**src/rtl/imem_fetch_ctrl.sv**
```systemverilog
// Instruction-fetch sequencer: owns the PC, reads the combinational imem, buffers words for decode.
// Latency: a fetched word appears on out_* one cycle after its push (no bypass); one word per cycle.
// Backpressure: out_ready low fills the FIFO and stalls fetch; redirect flushes. Macro IMEM_FETCH_EBREAK_HALT_EN enables ebreak halt.
module imem_fetch_ctrl #(
  parameter int              N        = 32,
  parameter int              ADDR_W   = 6,
  parameter int              PC_W     = 64,
  parameter int              DEPTH    = 2,
  parameter logic [PC_W-1:0] RESET_PC = '0
) (
  input  logic              clk,
  input  logic              rst_n,
  output logic [ADDR_W-1:0] imem_addr,
  input  logic [N-1:0]      imem_q,
  input  logic              redirect_valid,
  input  logic [PC_W-1:0]   redirect_pc,
  input  logic              resume,
  output logic              out_valid,
  input  logic              out_ready,
  output logic [N-1:0]      out_instr,
  output logic [PC_W-1:0]   out_pc,
  output logic [PC_W-1:0]   fetch_pc,
  output logic              halted,
  output logic              fault
);

  localparam int PTR_W = (DEPTH > 1) ? $clog2(DEPTH) : 1;
  localparam int CNT_W = $clog2(DEPTH + 1);

  typedef enum logic [1:0] {
    ST_RUN   = 2'd0,
    ST_HALT  = 2'd1,
    ST_FAULT = 2'd2
  } state_t;

  state_t            state_q, state_d;
  logic [PC_W-1:0]   pc_q, pc_d;
  logic [PTR_W-1:0]  wr_ptr_q, wr_ptr_d;
  logic [PTR_W-1:0]  rd_ptr_q, rd_ptr_d;
  logic [CNT_W-1:0]  count_q, count_d;
  logic [N-1:0]      head_instr_q, head_instr_d;
  logic [PC_W-1:0]   head_pc_q, head_pc_d;

  logic [N-1:0]      fifo_instr [DEPTH];
  logic [PC_W-1:0]   fifo_pc    [DEPTH];

  logic              pop;
  logic              push;
  logic              pc_ok;
  logic              redir_take;
  logic              redir_bad;
  logic              ebreak_push;
  logic [CNT_W-1:0]  cnt_after_pop;

  // Legal byte addresses are those whose bits above the imem word index are zero.
  function automatic logic in_range(input logic [PC_W-1:0] a);
    return a[PC_W-1:ADDR_W+2] == '0;
  endfunction

  function automatic logic [PTR_W-1:0] ptr_inc(input logic [PTR_W-1:0] p);
    return (p == PTR_W'(DEPTH - 1)) ? '0 : p + 1'b1;
  endfunction

  assign out_valid  = (count_q != '0);
  assign pop        = out_valid & out_ready;
  assign pc_ok      = in_range(pc_q);
  assign redir_take = redirect_valid && (state_q != ST_FAULT);
  assign redir_bad  = (redirect_pc[1:0] != 2'b00) || !in_range(redirect_pc);
  assign push       = (state_q == ST_RUN) && !redirect_valid && pc_ok &&
                      ((count_q < CNT_W'(DEPTH)) || pop);

`ifdef IMEM_FETCH_EBREAK_HALT_EN
  localparam logic [N-1:0] EBREAK = N'(32'h0010_0073);
  assign ebreak_push = push && (imem_q == EBREAK);
  assign halted      = (state_q == ST_HALT);
`else
  assign ebreak_push = 1'b0;
  assign halted      = 1'b0;
`endif

  assign imem_addr = pc_q[ADDR_W+1:2];
  assign fetch_pc  = pc_q;
  assign fault     = (state_q == ST_FAULT);
  assign out_instr = head_instr_q;
  assign out_pc    = head_pc_q;

  // Occupancy once this cycle's pop (if any) is taken.
  assign cnt_after_pop = count_q - CNT_W'(pop);

  // Next-state: redirect wins over everything; otherwise sequential fetch and FIFO bookkeeping.
  always_comb begin
    state_d      = state_q;
    pc_d         = pc_q;
    wr_ptr_d     = wr_ptr_q;
    rd_ptr_d     = rd_ptr_q;
    count_d      = count_q;
    head_instr_d = head_instr_q;
    head_pc_d    = head_pc_q;

    if (redir_take) begin
      // Flush: any simultaneous pop is discarded with the rest; head outputs just hold.
      pc_d     = redirect_pc;
      count_d  = '0;
      wr_ptr_d = '0;
      rd_ptr_d = '0;
      state_d  = redir_bad ? ST_FAULT : ST_RUN;
    end else begin
      unique case (state_q)
        ST_RUN: begin
          if (!pc_ok)          state_d = ST_FAULT;
          else if (ebreak_push) state_d = ST_HALT;
        end
        ST_HALT: begin
          if (resume) state_d = ST_RUN;
        end
        default: state_d = state_q;
      endcase

      if (push) begin
        pc_d     = pc_q + PC_W'(4);
        wr_ptr_d = ptr_inc(wr_ptr_q);
      end
      if (pop) begin
        rd_ptr_d = ptr_inc(rd_ptr_q);
      end
      count_d = cnt_after_pop + CNT_W'(push);

      // Head register tracks the entry at the read pointer; it holds when the FIFO drains.
      if (cnt_after_pop != '0) begin
        head_instr_d = fifo_instr[rd_ptr_d];
        head_pc_d    = fifo_pc[rd_ptr_d];
      end else if (push) begin
        head_instr_d = imem_q;
        head_pc_d    = pc_q;
      end
    end
  end

  // Control and head registers, cleared asynchronously.
  always_ff @(posedge clk or negedge rst_n) begin
    if (!rst_n) begin
      state_q      <= ST_RUN;
      pc_q         <= RESET_PC;
      wr_ptr_q     <= '0;
      rd_ptr_q     <= '0;
      count_q      <= '0;
      head_instr_q <= '0;
      head_pc_q    <= '0;
    end else begin
      state_q      <= state_d;
      pc_q         <= pc_d;
      wr_ptr_q     <= wr_ptr_d;
      rd_ptr_q     <= rd_ptr_d;
      count_q      <= count_d;
      head_instr_q <= head_instr_d;
      head_pc_q    <= head_pc_d;
    end
  end

  // FIFO storage needs no reset: occupancy is tracked by count_q.
  always_ff @(posedge clk) begin
    if (push) begin
      fifo_instr[wr_ptr_q] <= imem_q;
      fifo_pc[wr_ptr_q]    <= pc_q;
    end
  end

endmodule

```
**config.mk**
```make
export PLATFORM = sky130hd
export DESIGN_NAME = imem_fetch_ctrl
export DESIGN_NICKNAME = d
export VERILOG_FILES = /design/src/rtl/imem_fetch_ctrl.sv
export SDC_FILE = /design/constraint.sdc
export NUM_CORES = 1
export LEC_CHECK = 0
export CAP_MARGIN = 20
export CORE_AREA = 2 2 182 184
export DETAILED_ROUTE_END_ITERATION = 8
export DIE_AREA = 0 0 184 186
export GPL_TIMING_DRIVEN = 0
export HOLD_SLACK_MARGIN = 0.05
export MAX_ROUTING_LAYER = met4
export PLACE_DENSITY_LB_ADDON = 0.05
export SKIP_CTS_REPAIR_TIMING = 1
export SLEW_MARGIN = 15
export SYNTH_ARGS = -nofsm -noshare
export SYNTH_HDL_FRONTEND = slang
export SYNTH_SLANG_ARGS = --single-unit
```
**constraint.sdc**
```tcl
create_clock -name clk -period 8.2 [get_ports clk]
set_clock_uncertainty 0.2 [all_clocks]
set_input_delay 0.82 -clock clk [delete_from_list [all_inputs] [get_ports clk]]
set_output_delay 0.82 -clock clk [all_outputs]
set_load 0.005 [all_outputs]
```
==> results.sh, run 1 <==
export IMPL_cts_tree="done"
export IMPL_outcome="complete, no violations"
export IMPL_grt_max_degree=69
export IMPL_start_util_pct=42.3
export IMPL_ys_types=41
export IMPL_grt_usage_pct=22.9
export IMPL_die_h_microns=186
export IMPL_die_area_sq_um=34200
export IMPL_synth_seq_cells=357
export IMPL_cts_buffer_depth=3
export IMPL_nFillCells=2698
export IMPL_crit_top_cell="buf_16"
export IMPL_clock_root_buffer="clkbuf_16"
export IMPL_fin_crit_sh_pct=45.6
export IMPL_peakVddDrop_v=0.000204
export IMPL_syn_to_final_growth_pct=34.2
export IMPL_clkTransAtPathRegs_ns=0.06
export IMPL_setup_tns_ns=0
export IMPL_crit_arrival_ns=3.77
export IMPL_place_inst=1700
export IMPL_synth_ff_type="edfxtp_1"
export IMPL_hold_path_class="reg2reg"
export IMPL_power_density_nw_per_um2=334
export IMPL_layout_cells_non_filler=1773
export IMPL_yosysWarnings=0
export IMPL_drive_gt1_share_pct=7.40
export IMPL_rsz0062_at_grt="false"
export IMPL_antenna_found_initial=0
export IMPL_grt_pass1_vias=9356
export IMPL_first_pass_iters=5
export IMPL_fin_nets=1438
export IMPL_p_leak_uw=0.00739
export IMPL_final_min_clock_period_ns=3.74
export IMPL_syn_avg_cell_area_sq_um=13.4
export IMPL_end_kind="register"
export IMPL_cp_slowest_stage_delay_ns=0.63
export IMPL_hold_viol=0
export IMPL_wl_per_cell_microns=21.3
export IMPL_async_reset_ff_share_pct=46.2
export IMPL_crit_slowest_cell="nor4_1"
export IMPL_grt_overflow=0
export IMPL_cts_sinks=357
export IMPL_synth_seq_area_share_pct=72.6
export IMPL_vias_per_cell=5.24
export IMPL_port_buffers=267
export IMPL_synth_area_sq_um=13600
export IMPL_drc=0
export IMPL_path_delay_family="simple AND/OR/NAND/NOR gates"
export IMPL_setup_viol=0
export IMPL_cts_htree_levels=2
export IMPL_syn_nets=1119
export IMPL_ant_nets=0
export IMPL_relSlewSlack_pct=44.0
export IMPL_gp_congestion=0.788
export IMPL_drv_cap=0
export IMPL_n_antenna_cell=0
export IMPL_worst_slew_pin_transition_ns=0.840
export IMPL_crit_chain="nor4_1 -> nand4_1 -> nor3_2 -> nand2_1 -> clkbuf_1 -> nor2_4 -> buf_16 -> buf_16 -> buf_16"
export IMPL_fmaxAchievable_mhz=267
export IMPL_ff2ff_setup_slack_ns=4.46
export IMPL_clock_latency_ns=0.52
export IMPL_crit_fanout=15
export IMPL_critical_path_class="reg2reg"
export IMPL_utilization_pct=56.8
export IMPL_synth_edf_count=192
export IMPL_required_ns=8.23
export IMPL_cp_num_buf_inv=4
export IMPL_grt_pass1_wl_mm=56.9
export IMPL_rows=66
export IMPL_synthCells=1016
export IMPL_drt_iter0_markers=594
export IMPL_critPathLaunchType="register"
export IMPL_numCtsBuffers=40
export IMPL_slew_viol_final=0
export IMPL_core_area_sq_um=32200
export IMPL_p_total_uw=6110
export IMPL_die_width_microns=184
export IMPL_hpwl_mm=25.9
export IMPL_vias=9294
export IMPL_routed_wl_mm=37.8
export IMPL_num_io_pins=270
[registers in the layout (all words and copies together), names as in the netlist]
name / count
out_instr: 32
state_q: 1
fifo_pc: 128
out_pc: 64
rd_ptr_q: 1
wr_ptr_q: 1
fifo_instr: 64
count_q: 2
fetch_pc: 64
[stage by stage]
step | hold slack, ns | area (sq um) | setup slack [ns]
2_1_floorplan | 0.279 | 13600 | 1.80
3_3_place_gp | 0.272 | 16800 | -2.33
4_1_cts | -0.00601 | 18300 | 4.48
5_1_grt | 0.298 | 18300 | 4.33
3_5_place_dp | 0.273 | 17100 | 3.97
6_report | 0.284 | 18300 | 4.46
[cells in the mapped netlist (all sizes together) (3+ instances only)]
cell type  instances  area (sq um)
nand2b             3          18.8
nor4              29           181
mux2i             57           571
o21ai             42           218
edfxtp           192          5770
nor3               6          35.0
nand4              6          37.5
nor2              13          51.3
a21oi              5          25.0
a2bb2oi           40           350
dfrtp            165          4130
o2bb2ai           56           490
nand3             46           230
nand2            262           983
xnor2              3          26.3
buf               27           193
clkbuf            40           150
[per-layer routing]
metal | GRT usage (%) | up-vias | wire (microns)
met5 | - | - | 0
met2 | 35.9 | 258 | 17700
li1 | - | 4341 | -
met1 | 31.8 | 4649 | 17500
met4 | 5.12 | 0 | 656
met3 | 3.60 | 46 | 1920
[power breakdown]
part | total, uW | internal (uW) | leakage [uW] | switching, uW
Combinational | 2110 | 1050 | 0.00283 | 1070
Clock | 1680 | 983 | 0.000592 | 702
Sequential | 2310 | 2150 | 0.00397 | 164
[final cells by class]
cell class	instances	area, sq um	share of cell area, %
Timing Repair Buffer	277	2910	15.9
Tap cell	408	510	2.79
Clock buffer	56	1110	6.08
Multi-Input combinational cell	590	3400	18.6
Sequential cell	357	9890	54.1
Inverter	2	7.51	0.0410
Buffer	67	343	1.87
Clock inverter	16	121	0.663
[final timing paths]
check / start / to / depth (start not counted)
min: out_pc[58] / out_pc[58] / 1
min in group asynchronous: rst_n / out_pc[40] / 2
max reg2reg: fetch_pc[63] / fifo_pc[0][39] / 9
min reg2reg: out_pc[58] / out_pc[58] / 1
max: fetch_pc[63] / fifo_pc[0][39] / 9
max in group asynchronous: rst_n / out_instr[29] / 3
[cells in the final DEF, fill, tap and decap left out, types with 4 or more instances in the layout]
cell	synthesis	layout
nor3_1	5	5
mux2i_1	57	57
buf_2	10	10
o2bb2ai_1	56	56
o21ai_0	26	26
clkinv_1	0	5
buf_6	5	5
dfrtp_1	165	165
nand3_1	46	46
buf_12	0	4
nor4_1	29	29
buf_16	0	5
nor2_1	12	11
o21ai_1	14	14
nand4_1	6	6
clkbuf_1	40	52
a21oi_1	5	5
clkdlybuf4s50_1	0	266
a2bb2oi_1	40	40
nand2_1	262	262
buf_4	11	11
edfxtp_1	192	192
clkbuf_16	0	41
[cells by family after synthesis]
| family | count (synthesis) | synth area share, % |
|---|---|---|
| and+or+nand+nor | 374 | 11.7 |
| DFF | 357 | 72.6 |
| AOI/OAI and AO/OA | 151 | 8.42 |
| buffers and inverters | 69 | 2.57 |
| muxes | 58 | 4.27 |
| xor gates and xnor gates | 4 | 0.257 |
| adders and majority gates | 2 | 0.184 |
| other | 1 | 0.0275 |
(Power assumes the default switching activity.)
==> inputs of run 2 (changes only) <==
==> constraint.sdc (replaced) <==
create_clock -name clk -period 3.08 [get_ports clk]
set_clock_uncertainty 0.2 [all_clocks]
set_input_delay 0.308 -clock clk [delete_from_list [all_inputs] [get_ports clk]]
set_output_delay 0.308 -clock clk [all_outputs]
set_load 0.005 [all_outputs]
==> results.sh, run 2 (same netlist as run 1, synthesis figures left out) <==
export IMPL_grt_pass1_wl_mm=57.4
export IMPL_vias=9328
export IMPL_peakVddDrop_v=0.000583
export IMPL_end_kind="register"
export IMPL_antenna_found_initial=3
export IMPL_crit_chain="nor4_2 -> nand4_1 -> nor3_4 -> nand2_1 -> clkbuf_8 -> nor2_4 -> buf_12 -> buf_12"
export IMPL_cts_tree="done"
export IMPL_cts_htree_levels=2
export IMPL_power_density_nw_per_um2=901
export IMPL_largest_register_ffs=128
export IMPL_crit_slowest_cell="dfrtp_1"
export IMPL_layout_cells_non_filler=1779
export IMPL_layout_setup_ws_ns=0.0943
export IMPL_grt_max_degree=71
export IMPL_crit_arrival_ns=3.00
export IMPL_vias_per_cell=5.24
export IMPL_rows=66
export IMPL_die_width_microns=184
export IMPL_grt_usage_pct=23.1
export IMPL_cts_buffer_depth=3
export IMPL_final_common_cell="clkdlybuf4s50_1"
export IMPL_die_area_sq_um=34200
export IMPL_dp_slack_ns=-0.521
export IMPL_gp_congestion=0.818
export IMPL_ff2ff_setup_slack_ns=0.09
export IMPL_outcome="complete, no violations"
export IMPL_hpwl_mm=25.8
export IMPL_mostFrequentLayoutCells="clkdlybuf4s50_1 (266), nand2_1 (262), edfxtp_1 (192), dfrtp_1 (165), mux2i_1 (57)"
export IMPL_multi_input_area_sq_um=3460
export IMPL_num_io_pins=270
export IMPL_slew_viol_final=0
export IMPL_core_area_sq_um=32200
export IMPL_fin_nets=1439
export IMPL_ant_nets=0
export IMPL_grt_pass1_vias=9398
export IMPL_relSlewSlack_pct=36.1
export IMPL_critical_path_class="reg2reg"
export IMPL_die_h_microns=186
export IMPL_drive_gt1_share_pct=8.77
export IMPL_clkTransAtPathRegs_ns=0.06
export IMPL_cp_slowest_stage_delay_ns=0.49
export IMPL_required_ns=3.10
export IMPL_place_inst=1699
export IMPL_clock_root_buffer="clkbuf_16"
export IMPL_routed_wl_mm=38.2
export IMPL_final_min_clock_period_ns=2.99
export IMPL_hold_viol=0
export IMPL_crit_top_cell="buf_12"
export IMPL_syn_to_final_growth_pct=35.5
export IMPL_setup_viol=0
export IMPL_nFillCells=2657
export IMPL_hold_path_class="in2async"
export IMPL_p_leak_uw=0.00749
export IMPL_worst_r2r_path_depth=8
export IMPL_start_util_pct=42.3
export IMPL_numCtsBuffers=40
export IMPL_drc=0
export IMPL_wl_per_cell_microns=21.5
export IMPL_grt_overflow=0
export IMPL_crit_fanout=23
export IMPL_port_buffers=267
export IMPL_fmaxAchievable_mhz=335
export IMPL_regArea_sq_um=9890
export IMPL_drt_iter0_markers=674
export IMPL_worst_slew_pin_transition_ns=0.950
export IMPL_fin_crit_sh_pct=96.9
export IMPL_regMostFlops="fifo_pc"
export IMPL_rsz0062_at_grt="true"
export IMPL_first_pass_iters=5
export IMPL_critPathLaunchType="register"
export IMPL_clock_latency_ns=0.52
export IMPL_drv_cap=0
export IMPL_cts_sinks=357
## run 2: cell type report
cell class,instances,area share [%]
antenna,3,0.0406
buffer,67,1.92
clock buffer,50,5.90
clock inverter,24,1.30
inverter,2,0.0406
multi-input combinational,590,18.7
sequential,357,53.6
tap,408,2.76
timing repair buffer,278,15.8
## run 2: path summary, 6_finish.rpt
check                                    end             from
max                        fifo_instr[0][19]     fetch_pc[63]
min                               out_pc[43]            rst_n
max reg2reg                fifo_instr[0][19]     fetch_pc[63]
min reg2reg                       out_pc[18]       out_pc[18]
max in group asynchronous      out_instr[27]            rst_n
min in group clk                fetch_pc[17]  redirect_pc[17]
## run 2: power by group
group	leakage [uW]	internal [uW]	switching [uW]	total, uW
combinational	0.00286	2800	2900	5700
clock	0.000660	2860	1920	4780
sequential	0.00397	5710	458	6170
## run 2: worst max-delay path, delay by kind of cell (launching register included)
family / cells / cell delay (ns)
buffers and inverters: 3 / 0.62
DFF: 1 / 0.49
and+or+nand+nor: 5 / 1.35
## run 2: routing by layer
metal	part of all wire [%]	GRT usage (%)	up-vias
li1	-	-	4359
met1	47	32.9	4641
met2	46	34.7	283
met4	1.5	5.34	0
met5	0	-	-
met3	5.2	3.99	45
## run 2: stage by stage
step           setup TNS [ns]  util [%]  hold slack (ns)  power [uW]  area (sq um)
5_1_grt                -0.914      57.4            0.123       17600         18500
2_1_floorplan          -25.10         -           -0.188        9300         13700
4_1_cts                -43.47      57.1           -0.504       16800         18400
6_report                    0      57.4           0.0961       16600         18500
3_5_place_dp           -48.44      52.9           0.0477       12000         17000
3_3_place_gp         -1354.65      52.3            0.272       11900         16800
